**src/rtl/ifu_pkg.sv**
```systemverilog
// ifu_pkg: shared IFU widths, reset PC, fetch FSM states and in-flight tag type
package ifu_pkg;
    localparam int INST_ADDR_WIDTH = 32;
    localparam int INST_DATA_WIDTH = 32;
    localparam logic [INST_ADDR_WIDTH-1:0] PCResetAddr = 32'h8000_0000;
    typedef enum logic [1:0] {RESET, FETCH, ARWAIT} ifu_fc_state_e;
    typedef struct packed {
        logic [INST_ADDR_WIDTH-1:0] addr;
        logic                       stale;
    } ifu_fc_tag_t;
endpackage

```
**src/rtl/ifu_fetch_ctrl_if.sv**
```systemverilog
// ifu_fetch_ctrl_if: AXI4 AR/R read channels plus the IF pipe instruction handshake
interface ifu_fetch_ctrl_if
    import ifu_pkg::*;
#(
    parameter int ADDR_W = INST_ADDR_WIDTH,
    parameter int DATA_W = INST_DATA_WIDTH
);
    logic              arvalid;
    logic              arready;
    logic [ADDR_W-1:0] araddr;
    logic              rvalid;
    logic              rready;
    logic [DATA_W-1:0] rdata;
    logic [1:0]        rresp;
    logic [DATA_W-1:0] inst;
    logic [ADDR_W-1:0] inst_addr;
    logic              inst_valid;
    logic              inst_err;
    logic              inst_ready;
    modport master (
        output arvalid, araddr, rready, inst, inst_addr, inst_valid, inst_err,
        input  arready, rvalid, rdata, rresp, inst_ready
    );
    modport slave (
        input  arvalid, araddr, rready, inst, inst_addr, inst_valid, inst_err,
        output arready, rvalid, rdata, rresp, inst_ready
    );
endinterface

```
**src/rtl/ifu_fetch_tag_fifo.sv**
```systemverilog
// ifu_fetch_tag_fifo: in-order tag store for in-flight reads; mark_all sets every stale bit.
// DEPTH must be a power of two so the pointers wrap on their own.
module ifu_fetch_tag_fifo
    import ifu_pkg::*;
#(
    parameter int  DEPTH = 4,
    parameter type tag_t = ifu_fc_tag_t
) (
    input  logic                   clk,
    input  logic                   rst,
    input  logic                   push,
    input  logic                   pop,
    input  logic                   mark_all,
    input  tag_t                   push_tag,
    output tag_t                   head,
    output logic [$clog2(DEPTH):0] count
);
    localparam int PW = $clog2(DEPTH);
    localparam int CW = PW + 1;
    tag_t          mem_q [DEPTH];
    tag_t          mem_d [DEPTH];
    logic [PW-1:0] wr_q, wr_d, rd_q, rd_d;
    logic [CW-1:0] cnt_q, cnt_d;
    always_comb begin
        mem_d = mem_q;
        if (mark_all) for (int i = 0; i < DEPTH; i++) mem_d[i].stale = 1'b1;
        if (push) mem_d[wr_q] = push_tag;
        wr_d  = wr_q + PW'(push);
        rd_d  = rd_q + PW'(pop);
        cnt_d = cnt_q + CW'(push) - CW'(pop);
    end
    always_ff @(posedge clk or posedge rst) begin
        if (rst) begin
            mem_q <= '{default: '0};
            wr_q  <= '0;
            rd_q  <= '0;
            cnt_q <= '0;
        end else begin
            mem_q <= mem_d;
            wr_q  <= wr_d;
            rd_q  <= rd_d;
            cnt_q <= cnt_d;
        end
    end
    assign head  = mem_q[rd_q];
    assign count = cnt_q;
endmodule

```
**src/rtl/ifu_fetch_ctrl.sv**
```systemverilog
// ifu_fetch_ctrl: AXI4 single-beat instruction fetch sequencer with up to MAX_OUTS reads in flight.
// Redirects mark in-flight tags stale instead of stalling; stale beats are drained and dropped.
module ifu_fetch_ctrl
    import ifu_pkg::*;
#(
    parameter int ADDR_W   = INST_ADDR_WIDTH,
    parameter int DATA_W   = INST_DATA_WIDTH,
    parameter int MAX_OUTS = 4
) (
    input  logic                      clk,
    input  logic                      rst,
    input  logic                      jump_flag_i,
    input  logic [ADDR_W-1:0]         jump_addr_i,
    input  logic                      hold_pc_i,
    ifu_fetch_ctrl_if.master          bus,
    output logic [ADDR_W-1:0]         pc_o,
    output logic [$clog2(MAX_OUTS):0] outs_cnt_o
);
    localparam int CW = $clog2(MAX_OUTS) + 1;
    typedef struct packed {
        logic [ADDR_W-1:0] addr;
        logic              stale;
    } tag_t;
    ifu_fc_state_e     state_q, state_d;
    logic [ADDR_W-1:0] pc_q, pc_d, araddr_q, araddr_d, next_pc;
    logic              arvalid_q, arvalid_d, redir_pend_q, redir_pend_d;
    logic              ar_hs, r_hs, rready, empty, issue;
    logic [CW-1:0]     cnt, cnt_next;
    logic [DATA_W-1:0] rdata;
    tag_t              head, push_tag;
    ifu_fetch_tag_fifo #(.DEPTH(MAX_OUTS), .tag_t(tag_t)) u_fifo (
        .clk      (clk),
        .rst      (rst),
        .push     (ar_hs),
        .pop      (r_hs),
        .mark_all (jump_flag_i),
        .push_tag (push_tag),
        .head     (head),
        .count    (cnt)
    );
    assign empty    = cnt == '0;
    assign ar_hs    = arvalid_q & bus.arready;
    assign rready   = !empty & (head.stale | (bus.inst_ready & !jump_flag_i));
    assign r_hs     = bus.rvalid & rready;
    assign cnt_next = cnt + CW'(ar_hs) - CW'(r_hs);
    assign push_tag = '{addr: araddr_q, stale: redir_pend_q | jump_flag_i};
    // Using the post-handshake count keeps back-to-back issue from ever overfilling the tag FIFO.
    assign issue    = !hold_pc_i && cnt_next < CW'(MAX_OUTS) && (state_q != ARWAIT || ar_hs);
    assign next_pc  = jump_flag_i ? jump_addr_i
                    : (ar_hs && !redir_pend_q) ? araddr_q + ADDR_W'(4) : pc_q;
    always_comb begin
        pc_d         = next_pc;
        arvalid_d    = issue | (arvalid_q & !bus.arready);
        araddr_d     = issue ? next_pc : araddr_q;
        redir_pend_d = arvalid_q & !bus.arready & (redir_pend_q | jump_flag_i);
        state_d      = arvalid_d ? ARWAIT : FETCH;
    end
    always_ff @(posedge clk or posedge rst) begin
        if (rst) begin
            state_q      <= RESET;
            pc_q         <= ADDR_W'(PCResetAddr);
            arvalid_q    <= 1'b0;
            araddr_q     <= '0;
            redir_pend_q <= 1'b0;
        end else begin
            state_q      <= state_d;
            pc_q         <= pc_d;
            arvalid_q    <= arvalid_d;
            araddr_q     <= araddr_d;
            redir_pend_q <= redir_pend_d;
        end
    end
    assign rdata          = bus.rdata;
    assign bus.arvalid    = arvalid_q;
    assign bus.araddr     = araddr_q;
    assign bus.rready     = rready;
    assign bus.inst       = rdata;
    assign bus.inst_addr  = head.addr;
    assign bus.inst_valid = bus.rvalid & !empty & !head.stale & !jump_flag_i;
    assign bus.inst_err   = bus.rresp != 2'b00;
    assign pc_o           = pc_q;
    assign outs_cnt_o     = cnt;
endmodule

```
**src/flat_wrapper.sv**
```systemverilog
// flat-port wrapper written by rule: the top's interface ports become plain ports
module ifu_fetch_ctrl_flat import ifu_pkg::*;
#(
    parameter int ADDR_W   = INST_ADDR_WIDTH,
    parameter int DATA_W   = INST_DATA_WIDTH,
    parameter int MAX_OUTS = 4
)
  (clk, rst, jump_flag_i, jump_addr_i, hold_pc_i, pc_o, outs_cnt_o, bus_arvalid, bus_araddr, bus_rready, bus_inst, bus_inst_addr, bus_inst_valid, bus_inst_err, bus_arready, bus_rvalid, bus_rdata, bus_rresp, bus_inst_ready);
  ifu_fetch_ctrl_if #(.ADDR_W(ADDR_W), .DATA_W(DATA_W)) bus_i ();
  input  logic clk;
  input  logic rst;
  input  logic jump_flag_i;
  input  logic [ADDR_W-1:0] jump_addr_i;
  input  logic hold_pc_i;
  output logic [ADDR_W-1:0] pc_o;
  output logic [$clog2(MAX_OUTS):0] outs_cnt_o;
  output wire logic [$bits(bus_i.arvalid)-1:0] bus_arvalid;
  output wire logic [$bits(bus_i.araddr)-1:0] bus_araddr;
  output wire logic [$bits(bus_i.rready)-1:0] bus_rready;
  output wire logic [$bits(bus_i.inst)-1:0] bus_inst;
  output wire logic [$bits(bus_i.inst_addr)-1:0] bus_inst_addr;
  output wire logic [$bits(bus_i.inst_valid)-1:0] bus_inst_valid;
  output wire logic [$bits(bus_i.inst_err)-1:0] bus_inst_err;
  input wire logic [$bits(bus_i.arready)-1:0] bus_arready;
  input wire logic [$bits(bus_i.rvalid)-1:0] bus_rvalid;
  input wire logic [$bits(bus_i.rdata)-1:0] bus_rdata;
  input wire logic [$bits(bus_i.rresp)-1:0] bus_rresp;
  input wire logic [$bits(bus_i.inst_ready)-1:0] bus_inst_ready;
  assign bus_arvalid = bus_i.arvalid;
  assign bus_araddr = bus_i.araddr;
  assign bus_rready = bus_i.rready;
  assign bus_inst = bus_i.inst;
  assign bus_inst_addr = bus_i.inst_addr;
  assign bus_inst_valid = bus_i.inst_valid;
  assign bus_inst_err = bus_i.inst_err;
  assign bus_i.arready = bus_arready;
  assign bus_i.rvalid = bus_rvalid;
  assign bus_i.rdata = bus_rdata;
  assign bus_i.rresp = bus_rresp;
  assign bus_i.inst_ready = bus_inst_ready;
  ifu_fetch_ctrl #(.ADDR_W(ADDR_W), .DATA_W(DATA_W), .MAX_OUTS(MAX_OUTS)) u_core (.clk(clk), .rst(rst), .jump_flag_i(jump_flag_i), .jump_addr_i(jump_addr_i), .hold_pc_i(hold_pc_i), .bus(bus_i), .pc_o(pc_o), .outs_cnt_o(outs_cnt_o));
endmodule
```
**config.mk**
```make
export PLATFORM = sky130hd
export DESIGN_NAME = ifu_fetch_ctrl_flat
export DESIGN_NICKNAME = d
export VERILOG_FILES = /design/src/rtl/ifu_pkg.sv /design/src/rtl/ifu_fetch_ctrl_if.sv /design/src/rtl/ifu_fetch_tag_fifo.sv /design/src/rtl/ifu_fetch_ctrl.sv /design/src/flat_wrapper.sv
export SDC_FILE = /design/constraint.sdc
export NUM_CORES = 1
export LEC_CHECK = 0
export BUFFER_PORTS_ARGS = -buffer_cell sky130_fd_sc_hd__buf_2
export CORE_MARGIN = 10
export CORE_UTILIZATION = 40
export CTS_CLUSTER_SIZE = 16
export DETAILED_ROUTE_END_ITERATION = 12
export GPL_TIMING_DRIVEN = 0
export PLACE_DENSITY_LB_ADDON = 0.05
export SYNTH_ARGS = -nofsm -noshare
export SYNTH_HDL_FRONTEND = slang
export SYNTH_HIERARCHICAL = 1
export SYNTH_SLANG_ARGS = --single-unit
```
**constraint.sdc**
```tcl
create_clock -name clk -period 4.4 [get_ports clk]
set_input_delay 0.22 -clock clk [delete_from_list [all_inputs] [get_ports clk]]
set_output_delay 0.22 -clock clk [all_outputs]
set_load 0.02 [all_outputs]
```
==> results of run 1 <==
==> registers in the layout, indices dropped and copies added, names as in the netlist <==
| register | cells |
|---|---|
| u_core/u_fifo/rd_q | 2 |
| u_core/u_fifo/count | 3 |
| u_core/pc_o | 32 |
| u_core/bus.arvalid | 1 |
| u_core/bus.araddr | 32 |
| u_core/u_fifo/wr_q | 2 |
| u_core/redir_pend_q | 1 |
| u_core/state_q | 1 |
| u_core/u_fifo/mem_q | 132 |
==> repair_timing <==
action / CTS / global route
gates resized for setup: 1 / 1
endpoints found under the hold margin: 161 / 0
endpoints found under the setup margin: 8 / 10
hold buffers: 22 / 0
gates cloned: 0 / 0
==> cells in the final DEF (no fill, tap or decap), types with 3 or more instances in the layout <==
master	count
a211o_1	3
a21o_1	3
nand2_1	60
xnor2_1	14
inv_1	16
nand4_1	10
dlygate4sd3_1	22
clkbuf_8	6
or3_1	7
nor2_1	37
dfrtp_1	205
and3_1	8
ha_1	7
mux4_2	33
clkinv_2	5
nor4_1	7
o31a_1	3
o31ai_1	9
mux2i_1	11
clkbuf_1	20
a31oi_1	6
or4_1	8
buf_2	191
nand3_1	9
xor2_1	6
a21oi_1	17
buf_4	72
mux2_2	144
o21ai_0	25
clkbuf_16	23
and4_1	3
nor3_1	10
==> per-stage QoR <==
step                      instance area (um^2)  utilization [%]  total power [mW]
final                                    12580            49.97             9.619
after global routing                     12580            49.97             10.22
after CTS                                12580            49.96             9.740
after detailed placement                 11580            45.98             7.722
after global placement                   11520            45.73             7.647
after floorplan                          10230                -             6.306
==> logic make-up after synthesis <==
logic type,after synthesis,share of synthesized area [%]
compound gates,91,6.019
xor+xnor,20,1.713
fa+ha+maj,8,1.052
simple gates,179,9.078
buf+inv,127,7.524
flops,206,50.42
mux,188,24.20
==> worst max-delay path, delay by kind of cell, from the launching register on <==
family / cells / cell delay [ns]
buffers and inverters: 5 / 1.46
AO/OA/AOI/OAI: 3 / 0.82
AND/OR/NAND/NOR: 3 / 0.67
adder cells (fa/ha/maj): 2 / 0.40
multiplexers: 1 / 0.37
flip-flops: 1 / 0.35
==> cell type report <==
cell class	count	area (um^2)
well taps	330	412.9
clock buffers	31	665.6
inverters	18	75.07
flip-flops and latches	206	5156
fillers	2318	12600
repair buffers	199	1151
plain buffers	109	704.4
multi-input cells	486	4309
clock inverters	10	108.9
==> power by group through the flow <==
stage	logic, mW	clock network, mW	registers [mW]
global placement	4.15	0	3.50
finish	4.19	1.97	3.47
floorplan	2.99	0	3.32
detailed placement	4.22	0	3.50
CTS	4.25	2.02	3.47
global route	4.54	2.09	3.59
==> worst paths after layout <==
kind                                          from                      end  slack [ns]  cells after the start
hold / removal                     jump_addr_i[10]          u_core/pc_o[10]        0.02                      3
setup reg to reg             u_core/u_fifo/rd_q[0]    u_core/bus.araddr[27]        0.18                     14
max in group asynchronous                      rst  u_core/u_fifo/mem_q[80]        3.20                      4
setup / recovery             u_core/u_fifo/rd_q[0]    u_core/bus.araddr[27]        0.18                     14
min in group asynchronous                      rst           u_core/pc_o[1]        0.16                      3
hold reg to reg            u_core/u_fifo/mem_q[58]  u_core/u_fifo/mem_q[58]        0.50                      1
==> routing by layer <==
| layer | global-route usage (%) | up-vias | share of wire [%] |
|---|---|---|---|
| li1 | - | 3365 | - |
| met1 | 25.00 | 3660 | 46 |
| met2 | 28.96 | 210 | 46 |
| met3 | 3.855 | 37 | 5.4 |
| met4 | 4.102 | 0 | 2.0 |
| met5 | 0 | - | 0 |
==> implementation parameters, run 1 <==
Parameter                              Value

Yosys
  Unique cell type count in the Yosys netlist    66
  Nets in the synthesized netlist    900
  Yosys top cell by area    dfrtp_1
  Mapped Area    10230 um^2
  Top cell types by occurrence after synthesis    dfrtp_1, mux2_2, buf_4
  Most instantiated flip-flop cell in the synthesis netlist    dfrtp_1
  FFs w/ async S/R, synth    100.0%
  Post-synth EDFFs    0
  Library cell with the highest instance count after synthesis    dfrtp_1
  Synth warn    6
  Sequential fraction of the synthesis area    50.42%
  Number of synthesized register bits    206
  Proportion of netlist area held by the largest area contributor    50.16%
  Post-Synthesis Mean Instance Area    12.49 um^2
  Synth area leaders    dfrtp_1, mux2_2, mux4_2, buf_4, nand2_1
  Syn Inst Count    819

Floorplan
  Overall die area    32360 um^2
  Width of the chip    179.9 um
  Number of top-level design ports    208
  Core outline area    25180 um^2
  Effective utilization at floorplan    40.61%
  Vert. Die Dim    179.9 um
  Count of standard-cell rows    58

GRT
  Overflow left after global routing    0
  Vias in the first global route    7660
  Largest net degree at the start of global routing    75
  First-pass GRT wire length    46980 um
  Initial antenna violation count    0
  Combined global-route utilization of all metal layers    18.22%

Pwr
  Fraction of power consumed by combinational cells    43.5%
  Part of the power in registers    36.0%
  Sw Share    38.70%
  Switching component of the power    3.723 mW
  Peak VDD IR    0.0003622 V
  Clk network pwr share    20.4%
  Power per cell area    764.4 nW/um^2
  Pleak    5.803 nW
  Cell internal power dissipation    5.896 mW

Cells and area
  Share of cells above drive strength 1    47.03%
  Antenna diode count    0
  Count of placed standard cells in the final layout, fillers left out    1389
  Final net count    1124
  Relative area change from synthesis to final layout    23.04%

Place
  Buffers added on ports    175
  Number of instances in the placed design    1326
  Final weighted congestion in routability-driven placement    0.8011
  HPWL Detailed    21650 um
  Place WS    -0.06070 ns

Worst setup path
  Critical Path End Type    flop
  Worst EP arrival    4.59 ns
  Critical path required time    4.76 ns
  Crit-path slowest cell    a211oi_4
  Stage delay of the slowest cell on the critical path    0.48 ns
  WS Path Type    flop to flop
  Kind of start point of the critical path    flop
  Critical path cell sequence    buf_2 > clkbuf_4 > mux4_2 > a21oi_1 > nor2_1 > ha_1 > inv_1 > ha_1 > and3b_1 > or3_1 > a211oi_4 > buf_2 > buf_2 > a31oi_1
  Maximum fanout encountered on the critical timing path    10
  Most common cell type on the critical path    buf_2

STA
  Final Slew Violations    0
  Crit share post-route    95.99%
  Minimum period implied by the final worst setup slack    4.223 ns
  Final WS setup    0.1766 ns
  Least-Margin Pin Slew    0.8151 ns
  F_max    236.8 MHz
  Setup violators final    0
  Worst hold slack after final layout    0.01821 ns
  Slew margin rel.    45.66%
  Unrepaired setup endpoints after global routing    false
  Clock tree skew after final layout    0.01384 ns
  Count of final hold-check violations    0
  Aggregate negative setup slack    0 ns

Clock network
  Postcts setup bufs    0
  Post-CTS clock slew at the launch and capture registers of the worst setup and hold paths    0.06 ns
  Worst-skew pair later-pin latency    0.51 ns
  Number of sinks on the clock net    206
  Total CTS buffers    23
  Buffer cell driving the clock tree root    clkbuf_16
  H-tree depth reported by CTS    1
  Buffers from clock root to sink, at most    3
  Clock tree from TritonCTS    built

Worst hold path
  Type of the worst min-delay path    primary input to flop

Run
  Maximum capacitance violations    0

Routing
  Total number of vias    7272
  Post-detailed-route DRC marker count    0
  Router iterations before antenna repair    5
  Routed WL    30410 um
  Vias per cell    5.235
  Initial DRC count    453
  Post-detailed-route count of antenna-violating nets    0
  Average wire per cell in the routed design    21.89 um

Outcome
  Outcome    finished, final reports clean
(Power assumes the default switching activity.)
==> run 2: changes to the inputs <==
--- a/config.mk
+++ b/config.mk
@@ -5,9 +5,11 @@
 export SDC_FILE = /design/constraint.sdc
 export NUM_CORES = 1
 export LEC_CHECK = 0
+export ABC_AREA = 1
 export BUFFER_PORTS_ARGS = -buffer_cell sky130_fd_sc_hd__buf_2
 export CORE_MARGIN = 10
 export CORE_UTILIZATION = 40
+export CTS_BUF_LIST = sky130_fd_sc_hd__clkbuf_8
 export CTS_CLUSTER_SIZE = 16
 export DETAILED_ROUTE_END_ITERATION = 12
 export GPL_TIMING_DRIVEN = 0
==> implementation parameters, run 2 <==
Parameter                              Value

Floorplan
  Overall die area    36090 um^2 (was 32360 um^2)
  Effective utilization at floorplan    40.38% (was 40.61%)
  Count of standard-cell rows    62 (was 58)
  Number of top-level design ports    208 (unchanged)
  Width of the chip    190.0 um (was 179.9 um)
  Core outline area    28630 um^2 (was 25180 um^2)
  Vert. Die Dim    190.0 um (was 179.9 um)

Yosys
  Yosys top cell by area    dfrtp_1 (unchanged)
  Post-synth EDFFs    0 (unchanged)
  Xor/xnor share of the synthesized area    0.9094% (was 1.713%)
  Library cell with the highest instance count after synthesis    nand2_1 (was dfrtp_1)
  Largest family of logic cells by synthesized area    simple AND/OR/NAND/NOR gates (was multiplexers)
  Simple logic cell fraction of the synthesized area    34.62% (was 9.078%)
  Synth warn    6 (unchanged)
  Unique cell type count in the Yosys netlist    32 (was 66)
  Proportion of netlist area held by the largest area contributor    44.39% (was 50.16%)
  Most instantiated flip-flop cell in the synthesis netlist    dfrtp_1 (unchanged)
  Synth area leaders    dfrtp_1, nand2_1, inv_1, nand3_1, buf_4 (was dfrtp_1, mux2_2, mux4_2, buf_4, nand2_1)
  Number of synthesized register bits    206 (unchanged)
  Syn Inst Count    1612 (was 819)
  Adder and majority cell fraction of the synthesized area    0.9310% (was 1.052%)
  Nets in the synthesized netlist    1693 (was 900)
  Post-Synthesis Mean Instance Area    7.170 um^2 (was 12.49 um^2)
  Sequential fraction of the synthesis area    44.61% (was 50.42%)
  Mapped Area    11560 um^2 (was 10230 um^2)
  FFs w/ async S/R, synth    100.0% (unchanged)
  Compound-cell area share of the yosys netlist    4.071% (was 6.019%)
  Top cell types by occurrence after synthesis    nand2_1, inv_1, dfrtp_1 (was dfrtp_1, mux2_2, buf_4)
  Multiplexer fraction of the synthesized cell area    0% (was 24.20%)

Worst setup path
  Kind of start point of the critical path    flop (unchanged)
  Capture point of the worst path    u_core/bus.araddr[17] (was u_core/bus.araddr[27])
  Origin of the worst setup path    u_core/u_fifo/rd_q[0] (unchanged)
  Critical path required time    4.87 ns (was 4.76 ns)
  Maximum fanout encountered on the critical timing path    10 (unchanged)
  Startpoint of the worst-slack reg-to-reg timing path    u_core/u_fifo/rd_q[0] (unchanged)
  Setup slack, reg-to-reg    1.04 ns (was 0.18 ns)
  WS Path Type    flop to flop (unchanged)
  Critical Path End Type    flop (unchanged)
  Logic depth of the worst register-to-register path    18 (was 14)
  Critical R2R Capture    u_core/bus.araddr[17] (was u_core/bus.araddr[27])
  Worst EP arrival    3.83 ns (was 4.59 ns)

Cells and area
  Share of cells above drive strength 1    20.70% (was 47.03%)
  Most flop-heavy register    u_core/u_fifo/mem_q (unchanged)
  Fill cell count    2991 (was 2318)
  Post-route cell area    14000 um^2 (was 12580 um^2)
  Final core utilization    48.90% (was 49.97%)
  Number of flip-flops in the largest register    132 (unchanged)
  Highest-count cells in the layout ignoring fill and taps    nand2_1, inv_1, buf_2 (was dfrtp_1, buf_2, mux2_2)
  Most common cell after layout, fill and taps aside    nand2_1 (was dfrtp_1)
  Register Area    5156 um^2 (unchanged)
  Final net count    1939 (was 1124)
  Total area of multi-input combinational cells    4684 um^2 (was 4309 um^2)
  Relative area change from synthesis to final layout    21.12% (was 23.04%)
  Antenna diode count    0 (unchanged)

STA
  Final Slew Violations    0 (unchanged)
  Least-Margin Pin Slew    0.7205 ns (was 0.8151 ns)
  Count of final hold-check violations    0 (unchanged)
  Slew margin rel.    51.97% (was 45.66%)
  Final WS setup    1.037 ns (was 0.1766 ns)
  F_max    297.4 MHz (was 236.8 MHz)
  Setup violators final    0 (unchanged)
  Minimum period implied by the final worst setup slack    3.363 ns (was 4.223 ns)
  Crit share post-route    76.43% (was 95.99%)
  Clock tree skew after final layout    0.02337 ns (was 0.01384 ns)
  Worst hold slack after final layout    0.03610 ns (was 0.01821 ns)
  Unrepaired setup endpoints after global routing    false (unchanged)

Clock network
  Postcts setup bufs    0 (unchanged)
  Post-CTS clock slew at the launch and capture registers of the worst setup and hold paths    0.06 ns (about the same)
  Buffers from clock root to sink, at most    3 (unchanged)
  Number of sinks on the clock net    206 (unchanged)
  CTS Hold Buffers Added    30 (was 22)
  Total CTS buffers    37 (was 23)
  Buffer cell driving the clock tree root    clkbuf_8 (was clkbuf_16)
  Worst-skew pair later-pin latency    0.54 ns (was 0.51 ns)
  # resized after CTS    0 (was 1)
  H-tree depth reported by CTS    2 (was 1)
  Clock tree from TritonCTS    built (unchanged)

Pwr
  Power per cell area    756.4 nW/um^2 (was 764.4 nW/um^2)
  Pleak    7.711 nW (was 5.803 nW)
  Peak VDD IR    0.0003838 V (was 0.0003622 V)

Routing
  Average wire per cell in the routed design    17.36 um (was 21.89 um)
  Post-detailed-route DRC marker count    0 (unchanged)
  Router iterations before antenna repair    5 (unchanged)
  Routed WL    39280 um (was 30410 um)
  Total number of vias    10929 (was 7272)
  Initial DRC count    894 (was 453)
  Vias per cell    4.829 (was 5.235)
  Post-detailed-route count of antenna-violating nets    0 (unchanged)

GRT
  Overflow left after global routing    0 (unchanged)
  Combined global-route utilization of all metal layers    21.57% (was 18.22%)
  Initial antenna violation count    0 (unchanged)
  Largest net degree at the start of global routing    72 (was 75)
  Vias in the first global route    11018 (was 7660)
  First-pass GRT wire length    61820 um (was 46980 um)

Outcome
  Outcome    finished, final reports clean (unchanged)

Place
  Buffers added on ports    175 (unchanged)
  Final weighted congestion in routability-driven placement    0.8435 (was 0.8011)
  HPWL Detailed    27840 um (was 21650 um)
  Standard cell area after detailed placement    12980 um^2 (was 11580 um^2)
  Place WS    1.005 ns (was -0.06070 ns)

Run
  Maximum capacitance violations    0 (unchanged)

Worst hold path
  Type of the worst min-delay path    primary input to flop (unchanged)
[run 2: changes by cell type in the layout (fill, tap and decap cells not counted), sizes merged, moves of 11 or more]
| cell | previous run | this run |
|---|---|---|
| mux2 | 144 | 0 |
| inv | 19 | 227 |
| clkbuf | 51 | 73 |
| buf | 266 | 301 |
| nand4 | 10 | 66 |
| nand2 | 60 | 640 |
| mux4 | 33 | 0 |
| nand3 | 11 | 139 |
| o21ai | 25 | 45 |
| mux2i | 11 | 0 |
| nor2 | 37 | 79 |
[run 2: how the worst min path moves through the flow]
stage,from,end,slack (ns),cells past startpoint
global route,jump_addr_i[10],u_core/pc_o[10],0.02,3
floorplan,jump_addr_i[31],u_core/pc_o[31],0.34,2
CTS,jump_addr_i[16],u_core/bus.araddr[16],0.003,4
global placement,jump_addr_i[30],u_core/pc_o[30],0.45,3
detailed placement,rst,u_core/pc_o[22],0.22,2
finish,jump_addr_i[16],u_core/bus.araddr[16],0.04,4
[run 2: routing by layer]
metal	track usage [%]	part of all wire (%)	routed length, um
met3	4.467	6.3	2487
met5	0	0	0
met1	27.97	44	17460
met4	5.647	1.7	657
met2	35.83	48	18670
[run 2: area by class of cell]
cell class | instances | area share [%]
buffer | 148 | 6.391
clock buffer | 49 | 4.818
clock inverter | 11 | 0.3397
inverter | 219 | 5.926
multi-input combinational | 1039 | 33.46
sequential | 206 | 36.83
tap | 384 | 3.432
timing repair buffer | 207 | 8.795
[run 2: worst max-delay path, stage by stage, from the launching register on]
cell	delay, ns
dfrtp_1	0.50
inv_1	0.11
buf_2	0.21
buf_2	0.24
nand2_1	0.09
nand3_1	0.06
nand2_1	0.12
a21oi_1	0.07
nor2_1	0.28
ha_1	0.21
inv_1	0.04
ha_1	0.26
inv_1	0.04
o31ai_2	0.20
nand2_1	0.12
a21oi_2	0.33
buf_4	0.25
nand3_1	0.12
nand2_1	0.07
[run 2: cells by family after synthesis]
family | after synthesis
flops | 206
fa+ha+maj | 8
buf+inv | 367
simple gates | 934
xor+xnor | 12
compound gates | 85
[run 2: report_power, final]
part           total, mW  switching (mW)  internal, mW
logic               5.19            3.45          1.75
registers           3.61           0.929          2.68
clock network       1.78           0.799         0.984
total               10.6            5.17          5.41
[run 2: metrics by stage]
| stage | setup TNS [ns] | total power, mW | cells |
|---|---|---|---|
| after floorplan | 0 | 6.884 | 1612 |
| after global placement | -217.61 | 8.758 | 2171 |
| after detailed placement | 0 | 8.836 | 2173 |
| after CTS | 0 | 10.69 | 2263 |
| after global routing | 0 | 11.51 | 2263 |
| final | 0 | 10.59 | 2263 |
==> run 3: changes to the inputs <==
--- a/config.mk
+++ b/config.mk
@@ -5,7 +5,7 @@
 export SDC_FILE = /design/constraint.sdc
 export NUM_CORES = 1
 export LEC_CHECK = 0
-export ABC_AREA = 1
+export ABC_AREA = 0
 export BUFFER_PORTS_ARGS = -buffer_cell sky130_fd_sc_hd__buf_2
 export CORE_MARGIN = 10
 export CORE_UTILIZATION = 40
==> constraint.sdc (replaced) <==
create_clock -name clk -period 3.35 [get_ports clk]
set_input_delay 0.1675 -clock clk [delete_from_list [all_inputs] [get_ports clk]]
set_output_delay 0.1675 -clock clk [all_outputs]
set_load 0.02 [all_outputs]
==> implementation parameters, run 3 (synthesis results as in run 1) <==
Parameter                              Value

Routing
  Average wire per cell in the routed design    21.18 um (was 17.36 um)
  Vias per cell    5.304 (was 4.829)
  Post-detailed-route DRC marker count    0 (unchanged)
  Router iterations before antenna repair    5 (unchanged)
  Routed WL    30290 um (was 39280 um)
  Post-detailed-route count of antenna-violating nets    0 (unchanged)
  Total number of vias    7585 (was 10929)
  Initial DRC count    416 (was 894)

Worst setup path
  Maximum fanout encountered on the critical timing path    3 (was 10)
  Critical path required time    3.76 ns (was 4.87 ns)
  Logic depth of the worst register-to-register path    14 (was 18)
  Kind of start point of the critical path    flop (unchanged)
  Critical R2R Capture    u_core/bus.araddr[28] (was u_core/bus.araddr[17])
  Capture point of the worst path    u_core/bus.araddr[28] (was u_core/bus.araddr[17])
  Origin of the worst setup path    u_core/u_fifo/rd_q[1] (was u_core/u_fifo/rd_q[0])
  Setup slack, reg-to-reg    0.11 ns (was 1.04 ns)
  WS Path Type    flop to flop (unchanged)
  Startpoint of the worst-slack reg-to-reg timing path    u_core/u_fifo/rd_q[1] (was u_core/u_fifo/rd_q[0])
  Worst EP arrival    3.65 ns (was 3.83 ns)
  Critical Path End Type    flop (unchanged)

Cells and area
  Final net count    1152 (was 1939)
  Count of placed standard cells in the final layout, fillers left out    1430 (was 2263)
  Antenna diode count    0 (unchanged)
  Most flop-heavy register    u_core/u_fifo/mem_q (unchanged)
  Post-route cell area    12780 um^2 (was 14000 um^2)
  Highest-count cells in the layout ignoring fill and taps    dfrtp_1, buf_2, mux2_2 (was nand2_1, inv_1, buf_2)
  Total area of multi-input combinational cells    4353 um^2 (was 4684 um^2)
  Relative area change from synthesis to final layout    24.99% (was 21.12%)
  Register Area    5156 um^2 (unchanged)
  Fill cell count    2287 (was 2991)
  Share of cells above drive strength 1    48.18% (was 20.70%)
  Number of flip-flops in the largest register    132 (unchanged)
  Most common cell after layout, fill and taps aside    dfrtp_1 (was nand2_1)

Floorplan
  Count of standard-cell rows    58 (was 62)
  Width of the chip    179.9 um (was 190.0 um)
  Number of top-level design ports    208 (unchanged)
  Vert. Die Dim    179.9 um (was 190.0 um)
  Overall die area    32360 um^2 (was 36090 um^2)
  Core outline area    25180 um^2 (was 28630 um^2)
  Effective utilization at floorplan    40.61% (was 40.38%)

GRT
  Initial antenna violation count    0 (unchanged)
  Vias in the first global route    7985 (was 11018)
  Largest net degree at the start of global routing    68 (was 72)
  First-pass GRT wire length    47440 um (was 61820 um)
  Overflow left after global routing    0 (unchanged)
  Combined global-route utilization of all metal layers    18.33% (was 21.57%)

STA
  Clock tree skew after final layout    0.01930 ns (was 0.02337 ns)
  Count of final hold-check violations    0 (unchanged)
  Slew margin rel.    40.61% (was 51.97%)
  F_max    308.7 MHz (was 297.4 MHz)
  Minimum period implied by the final worst setup slack    3.240 ns (was 3.363 ns)
  Setup violators final    0 (unchanged)
  Aggregate negative setup slack    0 ns (unchanged)
  Crit share post-route    96.70% (was 76.43%)
  Final Slew Violations    0 (unchanged)
  Least-Margin Pin Slew    0.8890 ns (was 0.7205 ns)

Outcome
  Outcome    finished, final reports clean (unchanged)

Place
  Number of instances in the placed design    1327 (was 2173)
  HPWL Detailed    21690 um (was 27840 um)
  Standard cell area after detailed placement    11590 um^2 (was 12980 um^2)
  Final weighted congestion in routability-driven placement    0.7769 (was 0.8435)
  Buffers added on ports    175 (unchanged)

Run
  Maximum capacitance violations    0 (unchanged)

Pwr
  Power per cell area    985.8 nW/um^2 (was 756.4 nW/um^2)
  Pleak    5.947 nW (was 7.711 nW)
  Peak VDD IR    0.0005182 V (was 0.0003838 V)

Clock network
  Total CTS buffers    38 (was 37)
  H-tree depth reported by CTS    2 (unchanged)
  Number of sinks on the clock net    206 (unchanged)
  Buffers from clock root to sink, at most    3 (unchanged)
  Worst-skew pair later-pin latency    0.54 ns (about the same)
  Buffer cell driving the clock tree root    clkbuf_8 (unchanged)
  Clock tree from TritonCTS    built (unchanged)
  Post-CTS clock slew at the launch and capture registers of the worst setup and hold paths    0.05 ns (was 0.06 ns)

Worst hold path
  Type of the worst min-delay path    primary input to flop (unchanged)
==> run 3: changes by cell type in the layout (fill, tap and decap cells not counted), sizes merged, moves of 10 or more <==
cell / delta
nand3: -128
o21ai: -20
nor3: +10
nand2: -580
nand4: -56
buf: -26
mux4: +33
inv: -196
mux2i: +11
a21oi: -10
mux2: +144
nor2: -42
==> run 3: cell type report <==
class | instances | share of cell area, %
flip-flops and latches | 206 | 40.33
multi-input cells | 486 | 34.05
repair buffers | 214 | 10.14
plain buffers | 107 | 5.667
clock buffers | 49 | 5.276
well taps | 330 | 3.230
clock inverters | 20 | 0.7243
inverters | 18 | 0.5775
==> run 3: worst min-delay path by stage <==
stage                                          to            start  cells past startpoint
after global placement            u_core/pc_o[11]  jump_addr_i[11]                      2
final                     u_core/u_fifo/mem_q[33]      jump_flag_i                      3
after CTS                 u_core/u_fifo/mem_q[33]      jump_flag_i                      3
after floorplan                   u_core/pc_o[13]  jump_addr_i[13]                      2
after global routing      u_core/u_fifo/mem_q[99]      jump_flag_i                      3
after detailed placement   u_core/u_fifo/count[1]              rst                      2
==> run 3: metal layers <==
metal / vias to the layer above / part of all wire [%] / track usage, %
met5: - / 0 / 0
met4: 0 / 2.5 / 5.921
met1: 3817 / 45 / 24.23
met3: 57 / 6.5 / 4.056
li1: 3430 / - / -
met2: 281 / 46 / 29.29
==> run 3: worst max-delay path: stages, from the launching register on <==
cell and delay, ns:
dfrtp_1 0.34, buf_6 0.11, mux4_2 0.56, a21oi_4 0.19, nor2_4 0.05, ha_2 0.16, inv_1 0.04, ha_1 0.21
and3b_1 0.19, or3_4 0.35, a211oi_4 0.22, buf_6 0.16, buf_6 0.12, mux2_4 0.30, o311a_1 0.11
==> run 3: per-stage QoR <==
| stage | worst slack, ns | hold WS (ns) | power [mW] | utilization [%] |
|---|---|---|---|---|
| after floorplan | 0.05708 | 0.2964 | 8.303 | - |
| after global placement | -0.7646 | 0.4217 | 10.04 | 45.79 |
| after detailed placement | -0.7423 | 0.4197 | 10.10 | 46.04 |
| after CTS | 0.007737 | 0.003177 | 12.73 | 50.54 |
| after global routing | -0.01331 | 0.02997 | 13.44 | 50.77 |
| final | 0.1104 | 0.02186 | 12.60 | 50.77 |
==> run 3: power breakdown <==
part,switching [mW],leakage (nW),internal [mW],total (mW)
Sequential,1.00,2.51,3.56,4.57
Combinational,2.84,2.99,2.80,5.64
Clock,1.08,0.449,1.32,2.40
Total,4.92,5.95,7.68,12.6
==> run 3: what timing repair did <==
item / CTS / global route
endpoints found under the hold margin: 137 / 0
pin swaps: 1 / 0
buffers inserted: 3 / 5
resized for setup: 19 / 8
hold buffers: 28 / 0
cloned: 0 / 0
setup endpoints to repair: 34 / 30
